File: src/rtl/pke_pkg.sv
// Shared PKE definitions: datapath widths, error bit positions, legacy RAM bases
// and the arbiter state encoding.
package pke_pkg;

  localparam int PKE_DW = 64;
  localparam int PKE_AW = 9;

  localparam int ERR_NONOWN  = 0;
  localparam int ERR_RESTART = 1;
  localparam int ERR_MIRROR  = 2;

  // Fixed offsets used by the old port mux, kept for firmware that still programs them as bases
  localparam logic [PKE_AW-1:0] N_BASE_ECC = 9'h024;
  localparam logic [PKE_AW-1:0] M_BASE_ECC = 9'h02D;
  localparam logic [PKE_AW-1:0] N_BASE_RSA = 9'h100;
  localparam logic [PKE_AW-1:0] M_BASE_RSA = 9'h180;

  typedef enum logic [1:0] {
    ST_IDLE  = 2'd0,
    ST_OWN   = 2'd1,
    ST_DRAIN = 2'd2
  } arbState_t;

endpackage

File: src/rtl/pke_ram_arbiter_if.sv
// Engine-side and RAM-side bus of the PKE RAM arbiter; slave is the arbiter view,
// master is the view of whoever drives the engines and models the RAM.
interface pke_ram_arbiter_if import pke_pkg::*; #(
  parameter int NUM_CH = 4,
  parameter int DW     = PKE_DW,
  parameter int AW     = PKE_AW
);
  logic [NUM_CH-1:0]    ChStart, ChDone, ChMirror;
  logic [NUM_CH-1:0]    ChRd0, ChWr0, ChRd1, ChWr1;
  logic [NUM_CH*AW-1:0] ChAddr0, ChAddr1, ChBase0, ChBase1;
  logic [NUM_CH*DW-1:0] ChDat0, ChDat1;
  logic [DW-1:0]        ChQ0, ChQ1;
  logic [NUM_CH-1:0]    ChQValid0, ChQValid1;
  logic                 RamRd0, RamWr0, RamRd1, RamWr1;
  logic [AW-1:0]        RamAddr0, RamAddr1;
  logic [DW-1:0]        RamDat0, RamDat1, RamQ0, RamQ1;

  modport slave (
    input  ChStart, ChDone, ChMirror, ChRd0, ChWr0, ChRd1, ChWr1,
    input  ChAddr0, ChAddr1, ChBase0, ChBase1, ChDat0, ChDat1,
    input  RamQ0, RamQ1,
    output ChQ0, ChQ1, ChQValid0, ChQValid1,
    output RamRd0, RamWr0, RamRd1, RamWr1, RamAddr0, RamAddr1, RamDat0, RamDat1
  );

  modport master (
    output ChStart, ChDone, ChMirror, ChRd0, ChWr0, ChRd1, ChWr1,
    output ChAddr0, ChAddr1, ChBase0, ChBase1, ChDat0, ChDat1,
    output RamQ0, RamQ1,
    input  ChQ0, ChQ1, ChQValid0, ChQValid1,
    input  RamRd0, RamWr0, RamRd1, RamWr1, RamAddr0, RamAddr1, RamDat0, RamDat1
  );

endinterface

File: src/rtl/pke_rr_pick.sv
// Round-robin one-hot picker: grants the first requester strictly after lastPtr,
// wrapping around, so the previous owner has the lowest priority.
module pke_rr_pick #(
  parameter int NUM_CH = 4,
  parameter int CW     = (NUM_CH > 1) ? $clog2(NUM_CH) : 1
)(
  input  logic [NUM_CH-1:0] req,
  input  logic [CW-1:0]     lastPtr,
  output logic [NUM_CH-1:0] grant,
  output logic [CW-1:0]     grantIdx,
  output logic              anyReq
);

  logic [CW-1:0] idx;

  always_comb begin
    grant    = '0;
    grantIdx = '0;
    anyReq   = 1'b0;
    idx      = '0;
    for (int i = 1; i <= NUM_CH; i++) begin
      idx = CW'((int'(lastPtr) + i) % NUM_CH);
      if (!anyReq && req[idx]) begin
        anyReq      = 1'b1;
        grant[idx]  = 1'b1;
        grantIdx    = idx;
      end
    end
  end

endmodule

File: src/rtl/pke_ram_arbiter.sv
// Start/done ownership arbiter putting NUM_CH PKE engines onto the dual-port PKE RAM,
// with per-channel base relocation, port-0 to port-1 write mirroring and read-return routing.
module pke_ram_arbiter import pke_pkg::*; #(
  parameter int NUM_CH = 4,
  parameter int DW     = PKE_DW,
  parameter int AW     = PKE_AW,
  parameter int RD_LAT = 1
)(
  input  logic               Clk,
  input  logic               Resetn,
  pke_ram_arbiter_if.slave   bus,
  input  logic               ErrClr,
  output logic [NUM_CH-1:0]  Grant,
  output logic               Busy,
  output logic [2:0]         Err
);

  localparam int CW = (NUM_CH > 1) ? $clog2(NUM_CH) : 1;
  localparam logic [1:0] DRAIN_INIT = 2'(RD_LAT - 1);

  arbState_t         state;
  logic [CW-1:0]     ownerIdx, lastPtr, pickIdx;
  logic [NUM_CH-1:0] pending, reqVec, pickGrant, chStrobe;
  logic              pickAny, ownActive, hasOwner, mirrorHit;
  logic [1:0]        drainCnt;
  logic [2:0]        errSet;

  logic              ownRd0, ownWr0, ownRd1, ownWr1, ownMirror, ownStart, ownDone;
  logic [AW-1:0]     ownAddr0, ownAddr1, ownBase0, ownBase1;
  logic [DW-1:0]     ownDat0, ownDat1;

  logic              ramRd0, ramWr0, ramRd1, ramWr1;
  logic [AW-1:0]     ramAddr0, ramAddr1;
  logic [DW-1:0]     ramDat0, ramDat1;
  logic [NUM_CH-1:0] qValid0, qValid1;

  logic [RD_LAT-1:0] vld0Pipe, vld1Pipe;
  logic [CW-1:0]     idx0Pipe [RD_LAT];
  logic [CW-1:0]     idx1Pipe [RD_LAT];

  assign ownActive = (state == ST_OWN);
  assign hasOwner  = (state != ST_IDLE);
  assign reqVec    = pending | bus.ChStart;
  assign Busy      = hasOwner;

  pke_rr_pick #(.NUM_CH(NUM_CH), .CW(CW)) uPick (
    .req      (reqVec),
    .lastPtr  (lastPtr),
    .grant    (pickGrant),
    .grantIdx (pickIdx),
    .anyReq   (pickAny)
  );

  always_comb begin
    ownRd0    = bus.ChRd0[ownerIdx];
    ownWr0    = bus.ChWr0[ownerIdx];
    ownRd1    = bus.ChRd1[ownerIdx];
    ownWr1    = bus.ChWr1[ownerIdx];
    ownMirror = bus.ChMirror[ownerIdx];
    ownStart  = bus.ChStart[ownerIdx];
    ownDone   = bus.ChDone[ownerIdx];
    ownAddr0  = bus.ChAddr0[ownerIdx*AW +: AW];
    ownAddr1  = bus.ChAddr1[ownerIdx*AW +: AW];
    ownBase0  = bus.ChBase0[ownerIdx*AW +: AW];
    ownBase1  = bus.ChBase1[ownerIdx*AW +: AW];
    ownDat0   = bus.ChDat0[ownerIdx*DW +: DW];
    ownDat1   = bus.ChDat1[ownerIdx*DW +: DW];
  end

  // Strobes only pass while owning; addresses and data follow the owner through DRAIN too.
  always_comb begin
    mirrorHit = ownActive & ownMirror & ownWr0;
    ramRd0    = ownActive & ownRd0;
    ramWr0    = ownActive & ownWr0;
    ramAddr0  = hasOwner ? AW'(ownBase0 + ownAddr0) : '0;
    ramDat0   = hasOwner ? ownDat0 : '0;
    ramRd1    = ownActive & ownRd1;
    ramWr1    = ownActive & ownWr1;
    ramAddr1  = hasOwner ? AW'(ownBase1 + ownAddr1) : '0;
    ramDat1   = hasOwner ? ownDat1 : '0;
    if (mirrorHit) begin
      ramRd1   = 1'b0;
      ramWr1   = 1'b1;
      ramAddr1 = ramAddr0;
      ramDat1  = ramDat0;
    end
  end

  always_comb begin
    chStrobe              = bus.ChRd0 | bus.ChWr0 | bus.ChRd1 | bus.ChWr1;
    errSet                = '0;
    errSet[ERR_NONOWN]    = |(chStrobe & ~Grant);
    errSet[ERR_RESTART]   = ownActive & ownStart;
    errSet[ERR_MIRROR]    = mirrorHit & (ownWr1 | ownRd1);
  end

  // Ownership FSM; Grant and the owner index are registered so access starts one cycle after Start.
  always_ff @(posedge Clk or negedge Resetn) begin
    if (!Resetn) begin
      state    <= ST_IDLE;
      Grant    <= '0;
      ownerIdx <= '0;
      lastPtr  <= CW'(NUM_CH - 1);
      pending  <= '0;
      drainCnt <= '0;
      Err      <= '0;
    end else begin
      Err <= ErrClr ? 3'b000 : (Err | errSet);
      case (state)
        ST_IDLE: begin
          if (pickAny) begin
            state    <= ST_OWN;
            Grant    <= pickGrant;
            ownerIdx <= pickIdx;
            lastPtr  <= pickIdx;
            pending  <= reqVec & ~pickGrant;
          end
        end
        ST_OWN: begin
          pending <= pending | (bus.ChStart & ~Grant);
          if (ownDone) begin
            state    <= ST_DRAIN;
            drainCnt <= DRAIN_INIT;
          end
        end
        ST_DRAIN: begin
          if (drainCnt != 2'd0) begin
            drainCnt <= drainCnt - 2'd1;
            pending  <= reqVec;
          end else if (pickAny) begin
            state    <= ST_OWN;
            Grant    <= pickGrant;
            ownerIdx <= pickIdx;
            lastPtr  <= pickIdx;
            pending  <= reqVec & ~pickGrant;
          end else begin
            state    <= ST_IDLE;
            Grant    <= '0;
            pending  <= '0;
          end
        end
        default: begin
          state <= ST_IDLE;
          Grant <= '0;
        end
      endcase
    end
  end

  // Each read strobe carries the issuing owner's index so late returns reach the old owner during DRAIN.
  always_ff @(posedge Clk or negedge Resetn) begin
    if (!Resetn) begin
      vld0Pipe <= '0;
      vld1Pipe <= '0;
      for (int i = 0; i < RD_LAT; i++) begin
        idx0Pipe[i] <= '0;
        idx1Pipe[i] <= '0;
      end
    end else begin
      for (int i = RD_LAT - 1; i > 0; i--) begin
        vld0Pipe[i] <= vld0Pipe[i-1];
        vld1Pipe[i] <= vld1Pipe[i-1];
        idx0Pipe[i] <= idx0Pipe[i-1];
        idx1Pipe[i] <= idx1Pipe[i-1];
      end
      vld0Pipe[0] <= ramRd0;
      vld1Pipe[0] <= ramRd1;
      idx0Pipe[0] <= ownerIdx;
      idx1Pipe[0] <= ownerIdx;
    end
  end

  always_comb begin
    qValid0 = '0;
    qValid1 = '0;
    if (vld0Pipe[RD_LAT-1]) qValid0[idx0Pipe[RD_LAT-1]] = 1'b1;
    if (vld1Pipe[RD_LAT-1]) qValid1[idx1Pipe[RD_LAT-1]] = 1'b1;
  end

  assign bus.RamRd0    = ramRd0;
  assign bus.RamWr0    = ramWr0;
  assign bus.RamRd1    = ramRd1;
  assign bus.RamWr1    = ramWr1;
  assign bus.RamAddr0  = ramAddr0;
  assign bus.RamAddr1  = ramAddr1;
  assign bus.RamDat0   = ramDat0;
  assign bus.RamDat1   = ramDat1;
  assign bus.ChQ0      = bus.RamQ0;
  assign bus.ChQ1      = bus.RamQ1;
  assign bus.ChQValid0 = qValid0;
  assign bus.ChQValid1 = qValid1;

endmodule

File: src/flat_wrapper.sv
// flat-port wrapper written by rule: the top's interface ports become plain ports
module pke_ram_arbiter_flat import pke_pkg::*;
#(
  parameter int NUM_CH = 4,
  parameter int DW     = PKE_DW,
  parameter int AW     = PKE_AW,
  parameter int RD_LAT = 1
)
  (Clk, Resetn, ErrClr, Grant, Busy, Err, bus_ChStart, bus_ChDone, bus_ChMirror, bus_ChRd0, bus_ChWr0, bus_ChRd1, bus_ChWr1, bus_ChAddr0, bus_ChAddr1, bus_ChBase0, bus_ChBase1, bus_ChDat0, bus_ChDat1, bus_RamQ0, bus_RamQ1, bus_ChQ0, bus_ChQ1, bus_ChQValid0, bus_ChQValid1, bus_RamRd0, bus_RamWr0, bus_RamRd1, bus_RamWr1, bus_RamAddr0, bus_RamAddr1, bus_RamDat0, bus_RamDat1);
  pke_ram_arbiter_if #(.NUM_CH(NUM_CH), .DW(DW), .AW(AW)) bus_i ();
  input  logic Clk;
  input  logic Resetn;
  input  logic ErrClr;
  output logic [NUM_CH-1:0] Grant;
  output logic Busy;
  output logic [2:0] Err;
  input wire logic [$bits(bus_i.ChStart)-1:0] bus_ChStart;
  input wire logic [$bits(bus_i.ChDone)-1:0] bus_ChDone;
  input wire logic [$bits(bus_i.ChMirror)-1:0] bus_ChMirror;
  input wire logic [$bits(bus_i.ChRd0)-1:0] bus_ChRd0;
  input wire logic [$bits(bus_i.ChWr0)-1:0] bus_ChWr0;
  input wire logic [$bits(bus_i.ChRd1)-1:0] bus_ChRd1;
  input wire logic [$bits(bus_i.ChWr1)-1:0] bus_ChWr1;
  input wire logic [$bits(bus_i.ChAddr0)-1:0] bus_ChAddr0;
  input wire logic [$bits(bus_i.ChAddr1)-1:0] bus_ChAddr1;
  input wire logic [$bits(bus_i.ChBase0)-1:0] bus_ChBase0;
  input wire logic [$bits(bus_i.ChBase1)-1:0] bus_ChBase1;
  input wire logic [$bits(bus_i.ChDat0)-1:0] bus_ChDat0;
  input wire logic [$bits(bus_i.ChDat1)-1:0] bus_ChDat1;
  input wire logic [$bits(bus_i.RamQ0)-1:0] bus_RamQ0;
  input wire logic [$bits(bus_i.RamQ1)-1:0] bus_RamQ1;
  output wire logic [$bits(bus_i.ChQ0)-1:0] bus_ChQ0;
  output wire logic [$bits(bus_i.ChQ1)-1:0] bus_ChQ1;
  output wire logic [$bits(bus_i.ChQValid0)-1:0] bus_ChQValid0;
  output wire logic [$bits(bus_i.ChQValid1)-1:0] bus_ChQValid1;
  output wire logic [$bits(bus_i.RamRd0)-1:0] bus_RamRd0;
  output wire logic [$bits(bus_i.RamWr0)-1:0] bus_RamWr0;
  output wire logic [$bits(bus_i.RamRd1)-1:0] bus_RamRd1;
  output wire logic [$bits(bus_i.RamWr1)-1:0] bus_RamWr1;
  output wire logic [$bits(bus_i.RamAddr0)-1:0] bus_RamAddr0;
  output wire logic [$bits(bus_i.RamAddr1)-1:0] bus_RamAddr1;
  output wire logic [$bits(bus_i.RamDat0)-1:0] bus_RamDat0;
  output wire logic [$bits(bus_i.RamDat1)-1:0] bus_RamDat1;
  assign bus_i.ChStart = bus_ChStart;
  assign bus_i.ChDone = bus_ChDone;
  assign bus_i.ChMirror = bus_ChMirror;
  assign bus_i.ChRd0 = bus_ChRd0;
  assign bus_i.ChWr0 = bus_ChWr0;
  assign bus_i.ChRd1 = bus_ChRd1;
  assign bus_i.ChWr1 = bus_ChWr1;
  assign bus_i.ChAddr0 = bus_ChAddr0;
  assign bus_i.ChAddr1 = bus_ChAddr1;
  assign bus_i.ChBase0 = bus_ChBase0;
  assign bus_i.ChBase1 = bus_ChBase1;
  assign bus_i.ChDat0 = bus_ChDat0;
  assign bus_i.ChDat1 = bus_ChDat1;
  assign bus_i.RamQ0 = bus_RamQ0;
  assign bus_i.RamQ1 = bus_RamQ1;
  assign bus_ChQ0 = bus_i.ChQ0;
  assign bus_ChQ1 = bus_i.ChQ1;
  assign bus_ChQValid0 = bus_i.ChQValid0;
  assign bus_ChQValid1 = bus_i.ChQValid1;
  assign bus_RamRd0 = bus_i.RamRd0;
  assign bus_RamWr0 = bus_i.RamWr0;
  assign bus_RamRd1 = bus_i.RamRd1;
  assign bus_RamWr1 = bus_i.RamWr1;
  assign bus_RamAddr0 = bus_i.RamAddr0;
  assign bus_RamAddr1 = bus_i.RamAddr1;
  assign bus_RamDat0 = bus_i.RamDat0;
  assign bus_RamDat1 = bus_i.RamDat1;
  pke_ram_arbiter #(.NUM_CH(NUM_CH), .DW(DW), .AW(AW), .RD_LAT(RD_LAT)) u_core (.Clk(Clk), .Resetn(Resetn), .bus(bus_i), .ErrClr(ErrClr), .Grant(Grant), .Busy(Busy), .Err(Err));
endmodule
File: config.mk
export PLATFORM = sky130hd
export DESIGN_NAME = pke_ram_arbiter_flat
export DESIGN_NICKNAME = d
export VERILOG_FILES = /design/src/rtl/pke_pkg.sv /design/src/rtl/pke_ram_arbiter_if.sv /design/src/rtl/pke_rr_pick.sv /design/src/rtl/pke_ram_arbiter.sv /design/src/flat_wrapper.sv
export SDC_FILE = /design/constraint.sdc
export NUM_CORES = 1
export LEC_CHECK = 0
export BUFFER_PORTS_ARGS = -buffer_cell sky130_fd_sc_hd__buf_2
export CORE_AREA = 5 5 424 426
export DETAILED_ROUTE_END_ITERATION = 10
export DIE_AREA = 0 0 429 431
export PLACE_DENSITY = 0.3
export SLEW_MARGIN = 10
export SYNTH_ARGS = -nofsm -noshare
export SYNTH_HDL_FRONTEND = slang
export SYNTH_SLANG_ARGS = --single-unit
File: constraint.sdc
create_clock -name Clk -period 5.62 [get_ports Clk]
set_clock_uncertainty 0.05 [all_clocks]
set_input_delay 1.124 -clock Clk [delete_from_list [all_inputs] [get_ports Clk]]
set_output_delay 1.124 -clock Clk [all_outputs]
set_load 0.005 [all_outputs]
# Word level (Yosys, flattened, before mapping)
# Cells that the tools add are included.
[word_totals] word_cells=165 output_inout_bits=294 inputBits=815 register_bits=23
[op_classes] reduce_logical=23 bitwise_logic=24 n_eq_ne=6 n_mul=1 n_mux=77 n_addsub=7 magnitude_cmp=11 shift=6
[op_table] operator="$shiftx A256 B9 Y64" count=2
[op_table] operator="$mux W64" count=3
[op_table] operator="$shiftx A36 B7 Y9" count=4
[op_table] operator="$mux W4" count=12
[op_table] operator="$or A4 B4 Y4" count=8
[op_table] operator="$mux W9" count=3
[op_table] operator="$mux W2" count=13
[op_table] operator="$pmux W4 S3" count=2
[op_table] operator="$mux W1" count=23
[op_table] operator="$bmux W1 S2" count=11
[op_table] operator="$add A9 B9 Y9" count=2
[op_table] operator="$lt A2 B3 Y1 const B" count=6
[op_table] operator="$and A4 B4 Y4" count=3
[op_table] operator="$pmux W2 S2" count=3
[op_table] operator="$demux W1 S2" count=5
[op_table] operator="$ge A2 B1 Y1 const B" count=5
[op_table] operator="$reduce_and A3 Y1" count=3
[op_table] operator="$and A1 B1 Y1" count=8
[op_table] operator="$logic_and A1 B1 Y1" count=8
[op_table] operator="$not A4 Y4" count=2
[op_table] operator="$reduce_bool A2 Y1" count=4
[op_table] operator="$mul A2 B4 Y6 const B" count=1
[op_table] operator="$pmux W2 S3" count=1
[op_table] operator="$add A2 B1 Y2 const B" count=2
[op_table] operator="other kinds (15)" count=21

# Longest topological paths before layout
# Gate-level depths: netlist (run 1).
[logic_depth] depth_word=18 depth_mapped=14 depth_no_buf=10

# Hierarchy
# A second synthesis (run 1) with hierarchy kept.
[unflattened] cells_unflattened=930 area_unflattened_um2=8893.5
[by_module_without_submodules] mod="pke_ram_arbiter" cells_per_inst=862 seq_area_each_um2=578.1 area_each_um2=8368.0 n_inst=1
[by_module_without_submodules] mod="pke_rr_pick" cells_per_inst=68 seq_area_each_um2=0.0 area_each_um2=525.5 n_inst=1

# Worst setup path after synthesis (run 1)
# OpenSTA, ideal clock, no wires.
[synth_timing] path_type="register to output" startpoint="register u_core.ownerIdx[1]" endpoint="output port bus_RamAddr1[8]" t_required_ns=4.446 path_buffers=4 stages_incl_launch_ff=15 arrival_ns=3.208 slack_ns=1.238 path_cell_list="dfrtp_1 -> buf_4 -> buf_4 -> clkbuf_1 -> clkbuf_1 -> mux4_2 -> ha_1 -> inv_1 -> fa_1 -> nand2b_1 -> a21oi_1 -> nor3_1 -> o21ba_2 -> xnor2_1 -> a211oi_1"
[synth_between] elab_chain_len=5 elab_cells_between_ends=16 classes_between="2 x add/sub; 1 x mul; 4 x shift; 7 x mux; 2 x bitwise"
[synth_lines] element="from (decl)" line_no="pke_ram_arbiter.sv:22" rtl="logic [CW-1:0] ownerIdx, lastPtr, pickIdx;"
[synth_lines] element="from (signal assigned)" line_no="pke_ram_arbiter.sv:114" rtl="ownerIdx <= pickIdx;"
[synth_lines] element="from (signal assigned)" line_no="pke_ram_arbiter.sv:133" rtl="ownerIdx <= pickIdx;"
[synth_lines] element="$mul A2 B4 Y6 or $bmux W1 S2 (tied branches)"
[synth_lines] element="$shiftx A36 B7 Y9 (tied with other cells)" line_no="pke_ram_arbiter.sv:65" rtl="ownBase1 = bus.ChBase1[ownerIdx*AW +: AW];"
[synth_lines] element="$add A9 B9 Y9 (tied with other cells)" line_no="pke_ram_arbiter.sv:79" rtl="ramAddr1 = hasOwner ? AW'(ownBase1 + ownAddr1) : '0;"
[synth_lines] element="$mux W9 (tied with other cells)" line_no="pke_ram_arbiter.sv:79"
[synth_lines] element="$mux W9 *" line_no="pke_ram_arbiter.sv:81" rtl="if (mirrorHit) begin"
[synth_lines] element="to (decl)" line_no="flat_wrapper.sv:41" rtl="output wire logic [$bits(bus_i.RamAddr1)-1:0] bus_RamAddr1;"
# Mark *: on every way between the ends. The rest lies on a longest branch, timed or not. The select of a mux whose other input is x is not followed.

# Worst setup path after layout (run 1)
[layout_timing] startpoint="register u_core.ownerIdx[0]" endpoint="output port bus_RamAddr1[8]"
# Same word-level chain as after synthesis.

==> results of run 1 <==
power groups by stage:
stage                     clock [mW]  sequential, mW  combinational (mW)
after floorplan                    0           0.292                4.02
after CTS                      0.219           0.508                7.47
after global routing           0.226           0.529                7.89
after global placement             0           0.514                7.52
after detailed placement           0           0.513                7.44
final                          0.206           0.497                7.23
Yosys cell counts (all sizes together) (2+ instances only):
cell	n
a211oi	4
a21boi	5
a21o	4
a21oi	84
a22o	7
a22oi	6
a31oi	4
and2	67
and3	5
buf	169
clkbuf	36
dfrtp	21
dfstp	2
fa	2
ha	28
inv	23
mux2	2
mux2i	5
mux4	169
nand2	166
nand2b	6
nand3	14
nand4	2
nor2	23
nor2b	5
nor3	18
nor3b	5
nor4	6
o211ai	2
o21a	4
o21ai	16
o21ba	3
o22ai	6
o31ai	4
or2	2
or3	2
xnor2	9
xor2	13
cell type report:
class | instances | area [um2] | share of cell area (%)
diodes | 12 | 30.0 | 0.198
clock buffers | 4 | 78.8 | 0.520
inverters | 23 | 88.8 | 0.586
multi-input cells | 704 | 6950 | 45.8
flip-flops and latches | 23 | 586 | 3.86
well taps | 2340 | 2930 | 19.3
repair buffers | 878 | 4510 | 29.7
per-layer routing:
| metal | track usage (%) | vias to the layer above | part of all wire (%) |
|---|---|---|---|
| li1 | - | 4812 | - |
| met1 | 13.4 | 5703 | 38 |
| met2 | 18.8 | 836 | 48 |
| met3 | 4.62 | 167 | 12 |
| met4 | 1.71 | 20 | 2.1 |
| met5 | 0 | - | 0.11 |
placed cells by master (no fill, tap or decap), drive strengths merged, types with 6 or more instances in the layout:
master and count:
buf 878, mux4 169, nand2 166, a21oi 84, and2 67, ha 28
nor2 23, inv 23, dfrtp 21, nor3 18, o21ai 16, nand3 14
xor2 13, diode 12, xnor2 9, a22o 7, o22ai 6, nand2b 6
a22oi 6, nor4 6
logic make-up (layout without fill, tap and decap cells):
logic type                 Yosys count  count (layout)  share of synthesized area, %
xor gates and xnor gates            22              22                          2.16
other                                0              12                             0
and+or+nand+nor                    323             323                          17.1
muxes                              176             176                          43.5
buffers and inverters              228             905                          16.2
DFF                                 23              23                          6.48
adders and majority gates           30              30                          4.38
AOI/OAI and AO/OA                  153             153                          10.3
worst min-delay path by stage:
stage,cells after the start,slack [ns],endpoint,start
floorplan,0,0.30,u_core.idx0Pipe[1],u_core.ownerIdx[1]
global placement,2,0.43,u_core.Err[1],u_core.Err[1]
detailed placement,2,0.44,u_core.Err[1],u_core.Err[1]
CTS,2,0.46,u_core.Err[1],u_core.Err[1]
global route,2,0.48,u_core.Err[1],u_core.Err[1]
finish,2,0.47,u_core.Err[0],u_core.Err[0]
per-stage QoR:
stage | setup slack (ns) | power (mW) | instance area, um2 | utilization, %
3_3_place_gp | 0.366 | 8.03 | 15100 | 8.59
2_1_floorplan | 1.24 | 4.31 | 8920 | -
3_5_place_dp | 0.418 | 7.95 | 15100 | 8.59
6_report | 0.444 | 7.94 | 15200 | 8.65
5_1_grt | 0.137 | 8.64 | 15100 | 8.64
4_1_cts | 0.359 | 8.19 | 15100 | 8.64
worst max-delay path: cells and delay by family (launching register included):
family / cells / cell delay, ns
and+or+nand+nor: 2 / 0.19
AOI/OAI and AO/OA: 3 / 0.77
muxes: 1 / 0.53
DFF: 1 / 0.84
buffers and inverters: 3 / 0.68
xor gates and xnor gates: 1 / 0.20
adders and majority gates: 1 / 0.48
registers in the layout, summed over array words and instances (netlist names), 2 cells and up:
signal and cells:
u_core.Err 3, u_core.Grant 4, u_core.drainCnt 2, u_core.idx0Pipe 2, u_core.lastPtr 2, u_core.ownerIdx 2, u_core.pending 4, u_core.state 2
==> flow_summary.json, run 1 <==
{
  "gp_congestion": 0.941,
  "cp-startpoint": "u_core.ownerIdx[0]",
  "die_y_um": 431,
  "start_kind": "register",
  "setup_viol": 0,
  "worstPathMaxFanout": 29,
  "synth_area_leaders": "mux4_2 (43%), buf_4 (12%), nand2_1 (7.0%), dfrtp_1 (5.9%), and2_1 (4.7%)",
  "synth_top_area_cell": "mux4_2",
  "fill_cells": 20668,
  "crit_top_cell": "buf_4",
  "p_int_mw": 3.33,
  "synth_nets": 1800,
  "hold_buffers": 0,
  "yosysWarnings": 0,
  "drt_iter0_markers": 867,
  "relSlewSlack_pct": 45.9,
  "post-place-cells": 3968,
  "yosysTopAreaCellShare_pct": 42.7,
  "status": "complete, no violations",
  "overflow": 0,
  "synth-edff-count": 0,
  "syn_area_um2": 8920,
  "cts_buffer_depth": 2,
  "via_per_inst": 2.90,
  "r2r-end": "u_core.vld1Pipe",
  "synth-seq-area-share_pct": 6.48,
  "port_buffers": 852,
  "synth.avg_cell_area_um2": 9.34,
  "core.rowCount": 154,
  "synth-seq-cells": 23,
  "r2r.worst_path.cells": 6,
  "timing.hold.ws_ns": 0.465,
  "pwr_density_cell_nw_per_um2": 523,
  "post_cts_buffers": 0,
  "dieArea_um2": 185000,
  "min_period_ns": 5.18,
  "power.clock.fraction_pct": 2.6,
  "cts.clk_slew.worst_paths_ns": 0.10,
  "clkSinkCount": 23,
  "core-area_um2": 175000,
  "syn_to_final_growth_pct": 70.1,
  "num_vias": 11538,
  "drc": 0,
  "vdd_drop_max_mv": 0.228,
  "worstSetupEndpoint": "bus_RamAddr1[8]",
  "drt-wirelength-per-cell_um": 27.4,
  "tns_ns": 0,
  "combPwrFrac_pct": 91.1,
  "grt_max_degree": 75,
  "gr-usage-all-layers_pct": 11.1,
  "grt_pass1_vias": 12123,
  "drt_pass1_iterations": 5,
  "fin_cells": 3984,
  "cp_slowest_cell": "dfrtp_4",
  "cp.arrival_ns": 4.00,
  "final-hold-violation-count": 0,
  "maxCapViolCount": 0,
  "synth_cell_type_count": 55,
  "tightest_slew_ns": 0.812,
  "die_w_um": 429,
  "p_sw_share_pct": 58.1,
  "period_share_pct": 92.1,
  "leakage_nw": 6.40,
  "crit_path_cell_trace": "buf_4, mux4_2, ha_1, nand3_1, a21oi_1, nor3_1, o21ba_2, xnor2_1, buf_4, a211oi_1, buf_2",
  "ys.flop_type": "dfrtp_1",
  "cts_tree": "done",
  "synthArstFlopShare_pct": 100,
  "grt_pass1_wl_mm": 135,
  "hold_class": "reg -> reg",
  "ios": 1109,
  "cts_inserted_buffers": 3,
  "end_kind": "output port",
  "rsz0062_at_grt": "false",
  "nNetsFinal": 2478,
  "slowest_delay_ns": 0.84,
  "cts_root_buf": "clkbuf_16",
  "final_antenna_net_count": 0,
  "h-tree-depth": 1,
  "timing.rr.start": "u_core.ownerIdx[1]",
  "p_switching_mw": 4.61,
  "cts-resized-gates": 0,
  "worstSetupPathType": "reg -> out",
  "clock.fmax_mhz": 193,
  "clkLatencyLatePin_ns": 0.30,
  "drt_wl_total_mm": 109,
  "dp_hpwl_mm": 100,
  "initial_core_util_pct": 5.09,
  "seqPwrFrac_pct": 6.3,
  "drv_slew": 0,
  "antenna_found_initial": 87,
  "syn-instance-count": 955,
  "drive_gt1_share_pct": 65.6,
  "reg2reg_slack_ns": 2.33,
  "required_ns": 4.45
}
Power figures use the tool's default switching activity.
==> run 2: changes to the inputs <==
--- a/config.mk
+++ b/config.mk
@@ -9,7 +9,9 @@
 export CORE_AREA = 5 5 424 426
 export DETAILED_ROUTE_END_ITERATION = 10
 export DIE_AREA = 0 0 429 431
+export GPL_TIMING_DRIVEN = 0
 export PLACE_DENSITY = 0.3
+export RECOVER_POWER = 100
 export SLEW_MARGIN = 10
 export SYNTH_ARGS = -nofsm -noshare
 export SYNTH_HDL_FRONTEND = slang
==> run 2 against run 1 <==
Net effect: count of clock-buffer cells in the layout is 1 lower; die area stayed put; sequential share of layout area decreased by 0.41 points; critical path depth is 2 higher; non-clock buffer count rose by 304; via count grew 12%; routed wire length increased by 13%; hold slack got worse by 0.14 ns; clock power decreased by 22%; setup slack lost 0.21 ns; fmax down 3.9%; critical path type unchanged.
==> flow_summary.json, run 2 (synthesized netlist as in run 1, its figures left out) <==
{
  "cts_root_buf": "clkbuf_16",
  "num_vias": 12968,
  "port_buffers": 978,
  "via_per_inst": 3.02,
  "dp_hpwl_mm": 114,
  "cp.arrival_ns": 4.21,
  "die_w_um": 429,
  "initial_core_util_pct": 5.09,
  "power.clock.fraction_pct": 1.9,
  "gr-usage-all-layers_pct": 12.5,
  "hold_class": "reg -> reg",
  "p_int_mw": 3.34,
  "core.rowCount": 154,
  "dieArea_um2": 185000,
  "drive_gt1_share_pct": 60.1,
  "grt_max_degree": 24,
  "maxCapViolCount": 0,
  "layout_common_cells": "buf_2 (817), clkbuf_1 (202), mux4_2 (169)",
  "gp_congestion": 0.895,
  "setup_viol": 0,
  "hold_buffers": 0,
  "status": "complete, no violations",
  "combPwrFrac_pct": 94.0,
  "layout_commonest_cell": "buf_2",
  "drc": 0,
  "ios": 1109,
  "cts-resized-gates": 16,
  "worstPathMaxFanout": 11,
  "vdd_drop_max_mv": 0.187,
  "clkSinkCount": 23,
  "nNetsFinal": 2782,
  "syn_to_final_growth_pct": 87.7,
  "relSlewSlack_pct": 7.99,
  "cts_buffer_depth": 2,
  "pwr_density_cell_nw_per_um2": 519,
  "drt-wirelength-per-cell_um": 28.7,
  "cts.clk_slew.worst_paths_ns": 0.06,
  "timing.hold.ws_ns": 0.325,
  "cts_tree": "done",
  "seqPwrFrac_pct": 4.2,
  "drt_wl_total_mm": 123,
  "die_y_um": 431,
  "tightest_slew_ns": 1.38,
  "min_from": "u_core.ownerIdx[1]",
  "post-place-cells": 4274,
  "antenna_found_initial": 100,
  "rsz0062_at_grt": "false",
  "final_antenna_net_count": 0,
  "h-tree-depth": 1,
  "timing.rr.start": "u_core.state[1]",
  "fin_cells": 4295,
  "p_sw_share_pct": 61.5,
  "required_ns": 4.45,
  "end_kind": "output port",
  "post_cts_buffers": 0,
  "drt_iter0_markers": 885,
  "core-area_um2": 175000,
  "clkLatencyLatePin_ns": 0.26,
  "grt_pass1_vias": 13347,
  "grt_pass1_wl_mm": 151,
  "period_share_pct": 95.8,
  "worstSetupPathType": "reg -> out",
  "drt_pass1_iterations": 5,
  "clock.fmax_mhz": 186,
  "overflow": 0,
  "reg_top3": "u_core.Grant (4), u_core.pending (4), u_core.Err (3)",
  "cts_inserted_buffers": 3,
  "p_switching_mw": 5.34,
  "cp-startpoint": "u_core.ownerIdx[0]",
  "leakage_nw": 7.05,
  "min_period_ns": 5.39,
  "drv_slew": 0,
  "final-hold-violation-count": 0,
  "start_kind": "register"
}
run 2: changes by cell type in the layout (fill, tap and decap cells not counted), sizes merged:
cell,delta
buf,+41
clkbuf,+262
clkinv,+1
diode,+7
run 2: final timing paths:
kind | endpoint | cells past startpoint | slack, ns
min in group asynchronous | u_core.Err[0] | 1 | 1.11
max | bus_RamAddr1[7] | 13 | 0.23
min | u_core.idx0Pipe[1] | 0 | 0.32
min reg2reg | u_core.idx0Pipe[1] | 0 | 0.32
max in group asynchronous | u_core.vld1Pipe | 1 | 3.59
max reg2reg | u_core.Grant[2] | 8 | 2.26
run 2: routing by layer:
layer / part of all wire (%) / GRT usage [%] / routed length (um) / vias to the layer above
li1: - / - / - / 5426
met5: 0.11 / 0 / 139 / -
met4: 1.4 / 1.06 / 1750 / 22
met2: 49 / 21.8 / 60300 / 805
met1: 42 / 16.0 / 51300 / 6567
met3: 8.0 / 3.18 / 9930 / 148
run 2: worst max-delay path: stages (launching register included):
cell,delay (ns)
dfrtp_1,0.39
buf_12,0.23
buf_12,0.23
buf_8,0.25
buf_6,0.23
mux4_2,0.55
ha_1,0.40
nand3_1,0.10
o211ai_1,0.26
o21a_1,0.21
o22ai_1,0.11
xor2_1,0.56
o31ai_1,0.16
clkbuf_2,0.19
run 2: power groups by stage:
| stage | Combinational, mW | Clock (mW) | Sequential, mW |
|---|---|---|---|
| after global routing | 8.82 | 0.174 | 0.365 |
| after global placement | 8.47 | 0 | 0.356 |
| after CTS | 8.54 | 0.168 | 0.354 |
| after detailed placement | 8.43 | 0 | 0.356 |
| after floorplan | 4.02 | 0 | 0.292 |
| final | 8.16 | 0.161 | 0.361 |
run 2: per-stage QoR:
step,util [%],instance area (um2),worst slack [ns],power [mW],TNS [ns]
2_1_floorplan,-,8920,1.24,4.31,0
3_3_place_gp,9.55,16700,-1.24,8.82,-10.12
3_5_place_dp,9.56,16800,-0.782,8.79,-4.20
4_1_cts,9.65,16900,0.0264,9.06,0
5_1_grt,9.53,16700,0.00366,9.36,0
6_report,9.55,16700,0.234,8.69,0
run 2: cell type report:
type,count,area (um2)
fillers,20717,159000
well taps,2340,2930
clock buffers,3,75.1
flip-flops and latches,23,578
inverters,23,86.3
plain buffers,203,1380
diodes,19,47.5
multi-input cells,704,6930
clock inverters,1,5.00
repair buffers,979,4710
==> run 3: changes to the inputs <==
--- a/config.mk
+++ b/config.mk
@@ -5,10 +5,11 @@
 export SDC_FILE = /design/constraint.sdc
 export NUM_CORES = 1
 export LEC_CHECK = 0
+export ABC_AREA = 1
 export BUFFER_PORTS_ARGS = -buffer_cell sky130_fd_sc_hd__buf_2
-export CORE_AREA = 5 5 424 426
+export CORE_AREA = 5 5 429 431
 export DETAILED_ROUTE_END_ITERATION = 10
-export DIE_AREA = 0 0 429 431
+export DIE_AREA = 0 0 434 436
 export GPL_TIMING_DRIVEN = 0
 export PLACE_DENSITY = 0.3
 export RECOVER_POWER = 100
==> run 3 against run 2 <==
Net effect: the run now ends with capacitance limit, slew limit left; largest cell class unchanged; highest routed layer unchanged; fmax about the same; final area up 1.5%; clock power up 4%.
==> flow_summary.json, run 3 <==
{
  "reg2reg_slack_ns": 2.92,
  "cts_root_buf": "clkbuf_16",
  "cp_slowest_cell": "clkinv_1",
  "grt_pass1_wl_mm": 185,
  "cp.arrival_ns": 4.21,
  "synthArstFlopShare_pct": 100,
  "core.rowCount": 156,
  "dp_hpwl_mm": 137,
  "pre_cts_slack_ns": -1.31,
  "final-hold-violation-count": 0,
  "cts_inserted_buffers": 3,
  "yosysTopAreaCellShare_pct": 20.1,
  "layout_commonest_cell": "buf_2",
  "timing.hold.ws_ns": 0.443,
  "slowest_delay_ns": 0.66,
  "tightest_slew_ns": 1.59,
  "synth-seq-area-share_pct": 6.32,
  "maxCapViolCount": 1,
  "die_w_um": 434,
  "vdd_drop_max_mv": 0.172,
  "syn-instance-count": 1701,
  "synthTopCellsByCount": "nor2_1 (491), o21ai_0 (345), buf_4 (140), nand2_1 (139), a21oi_1 (108)",
  "dieArea_um2": 189000,
  "layout_common_cells": "buf_2 (779), nor2_1 (492), o21ai_0 (344)",
  "drive_gt1_share_pct": 36.8,
  "clkLatencyLatePin_ns": 0.26,
  "synth_top_area_cell": "nor2_1",
  "drt_pass1_iterations": 7,
  "drv_slew": 24,
  "min_period_ns": 5.39,
  "core-area_um2": 180000,
  "grt_max_degree": 24,
  "pwr_density_cell_nw_per_um2": 658,
  "r2r.worst_path.cells": 8,
  "cts.clk_slew.worst_paths_ns": 0.07,
  "synth.avg_cell_area_um2": 5.38,
  "synth-seq-cells": 23,
  "clock.fmax_mhz": 186,
  "initial_core_util_pct": 5.09,
  "synth-edff-count": 0,
  "worstSetupEndpoint": "bus_RamDat1[38]",
  "cp-startpoint": "u_core.state[0]",
  "violations": "capacitance limit, slew limit",
  "antenna_found_initial": 68,
  "min_from": "u_core.drainCnt[1]",
  "synth_nets": 2546,
  "worstSetupPathType": "reg -> out",
  "syn_to_final_growth_pct": 85.7,
  "setup_viol": 0,
  "drc": 0,
  "nNetsFinal": 3523,
  "die_y_um": 436,
  "reg_top3": "u_core.Grant (4), u_core.pending (4), u_core.Err (3)",
  "synth_cell_type_count": 40,
  "crit_top_cell": "clkbuf_2",
  "fin_ws_ns": 0.232,
  "relSlewSlack_pct": -5.84,
  "leakage_nw": 7.57,
  "timing.rr.start": "u_core.state[0]",
  "synth_area_leaders": "nor2_1 (20%), o21ai_0 (19%), buf_4 (11%), o22ai_1 (6.6%), a22o_1 (6.2%)",
  "yosysWarnings": 0,
  "start_kind": "register",
  "rsz0062_at_grt": "false",
  "min_path_cells": 2,
  "drt_iter0_markers": 1399,
  "final_antenna_net_count": 0,
  "multi_input_area_um2": 6750,
  "port_buffers": 980,
  "drt-wirelength-per-cell_um": 29.8,
  "clkSinkCount": 23,
  "regArea_um2": 579,
  "worstPathMaxFanout": 10,
  "hold_buffers": 0,
  "drt_wl_total_mm": 151,
  "status": "complete, but fails checks",
  "cts_buffer_depth": 2,
  "crit_path_cell_trace": "inv_1, ha_1, buf_2, clkinv_1, nand2_4, inv_1, clkbuf_2, clkbuf_2, a22o_1, clkbuf_2",
  "r2r-end": "u_core.Grant[1]",
  "grt_pass1_vias": 16637,
  "tns_ns": 0,
  "ios": 1109,
  "ys.flop_type": "dfrtp_1",
  "fill_cells": 21627,
  "syn_area_um2": 9150,
  "gp_congestion": 0.960,
  "synthMostInstantiatedCell": "nor2_1",
  "h-tree-depth": 1,
  "period_share_pct": 95.9,
  "num_vias": 17031,
  "gr-usage-all-layers_pct": 15.0,
  "overflow": 0,
  "cts_tree": "done",
  "required_ns": 4.45,
  "via_per_inst": 3.36,
  "end_kind": "output port",
  "hold_class": "reg -> reg"
}
run 3: power by group:
| group | internal [mW] | leakage (nW) | switching (mW) | total (mW) |
|---|---|---|---|---|
| clock | 0.0962 | 0.0410 | 0.0708 | 0.167 |
| sequential | 0.247 | 0.287 | 0.0892 | 0.336 |
| combinational | 2.87 | 7.25 | 7.82 | 10.7 |
run 3: critical path, delay by kind of cell, from the launching register on:
family	cells	cell delay, ns
adders and majority gates	1	0.14
AOI/OAI and AO/OA	1	0.26
buffers and inverters	7	2.66
DFF	1	0.42
and+or+nand+nor	1	0.41
run 3: repair_timing:
action	4_1_cts	5_1_grt
resized for setup	40	6
setup buffers	1	0
endpoints found under the setup margin	21	6
pin swaps	1	0
run 3: worst min-delay path by stage:
stage                                     to  slack (ns)
after CTS                 u_core.drainCnt[1]        0.45
after detailed placement  u_core.drainCnt[1]        0.43
after global placement    u_core.drainCnt[1]        0.42
after floorplan           u_core.idx0Pipe[0]        0.38
after global routing      u_core.drainCnt[1]        0.47
final                     u_core.drainCnt[1]        0.44
run 3: area by class of cell:
cell class                      count  share of cell area [%]
Buffer                            253                    9.66
Inverter                           63                    1.44
Sequential cell                    23                    3.41
Clock buffer                        3                   0.442
Timing Repair Buffer              982                    27.5
Tap cell                         2370                    17.4
Clock inverter                      1                  0.0294
Antenna cell                       25                   0.368
Multi-Input combinational cell   1352                    39.7
run 3: cells by family (layout without fill, tap and decap cells):
kind of cell,Yosys count,after routing,share of synthesized area (%)
AND/OR/NAND/NOR,677,677,28.7
AO/OA/AOI/OAI,640,640,39.7
other,0,25,0
buffers and inverters,326,1302,20.5
flip-flops,23,23,6.32
adder cells (fa/ha/maj),30,30,4.27
XOR/XNOR,5,5,0.479
run 3: per-stage QoR:
step           utilization (%)  power [mW]  area, um2  cells
6_report                  9.46        11.2      17000   5072
5_1_grt                   9.44        12.2      17000   5059
4_1_cts                   9.60        11.8      17300   5049
3_5_place_dp              9.48        11.5      17000   5052
3_3_place_gp              9.47        11.6      17000   5051
2_1_floorplan                -        5.04       9150   1701
run 3: layer usage:
| metal | vias up | GRT usage, % | wire length [um] |
|---|---|---|---|
| li1 | 7678 | - | - |
| met1 | 8305 | 17.2 | 57400 |
| met2 | 876 | 27.8 | 78500 |
| met3 | 150 | 3.36 | 11300 |
| met4 | 22 | 3.37 | 4020 |
| met5 | - | 0 | 151 |
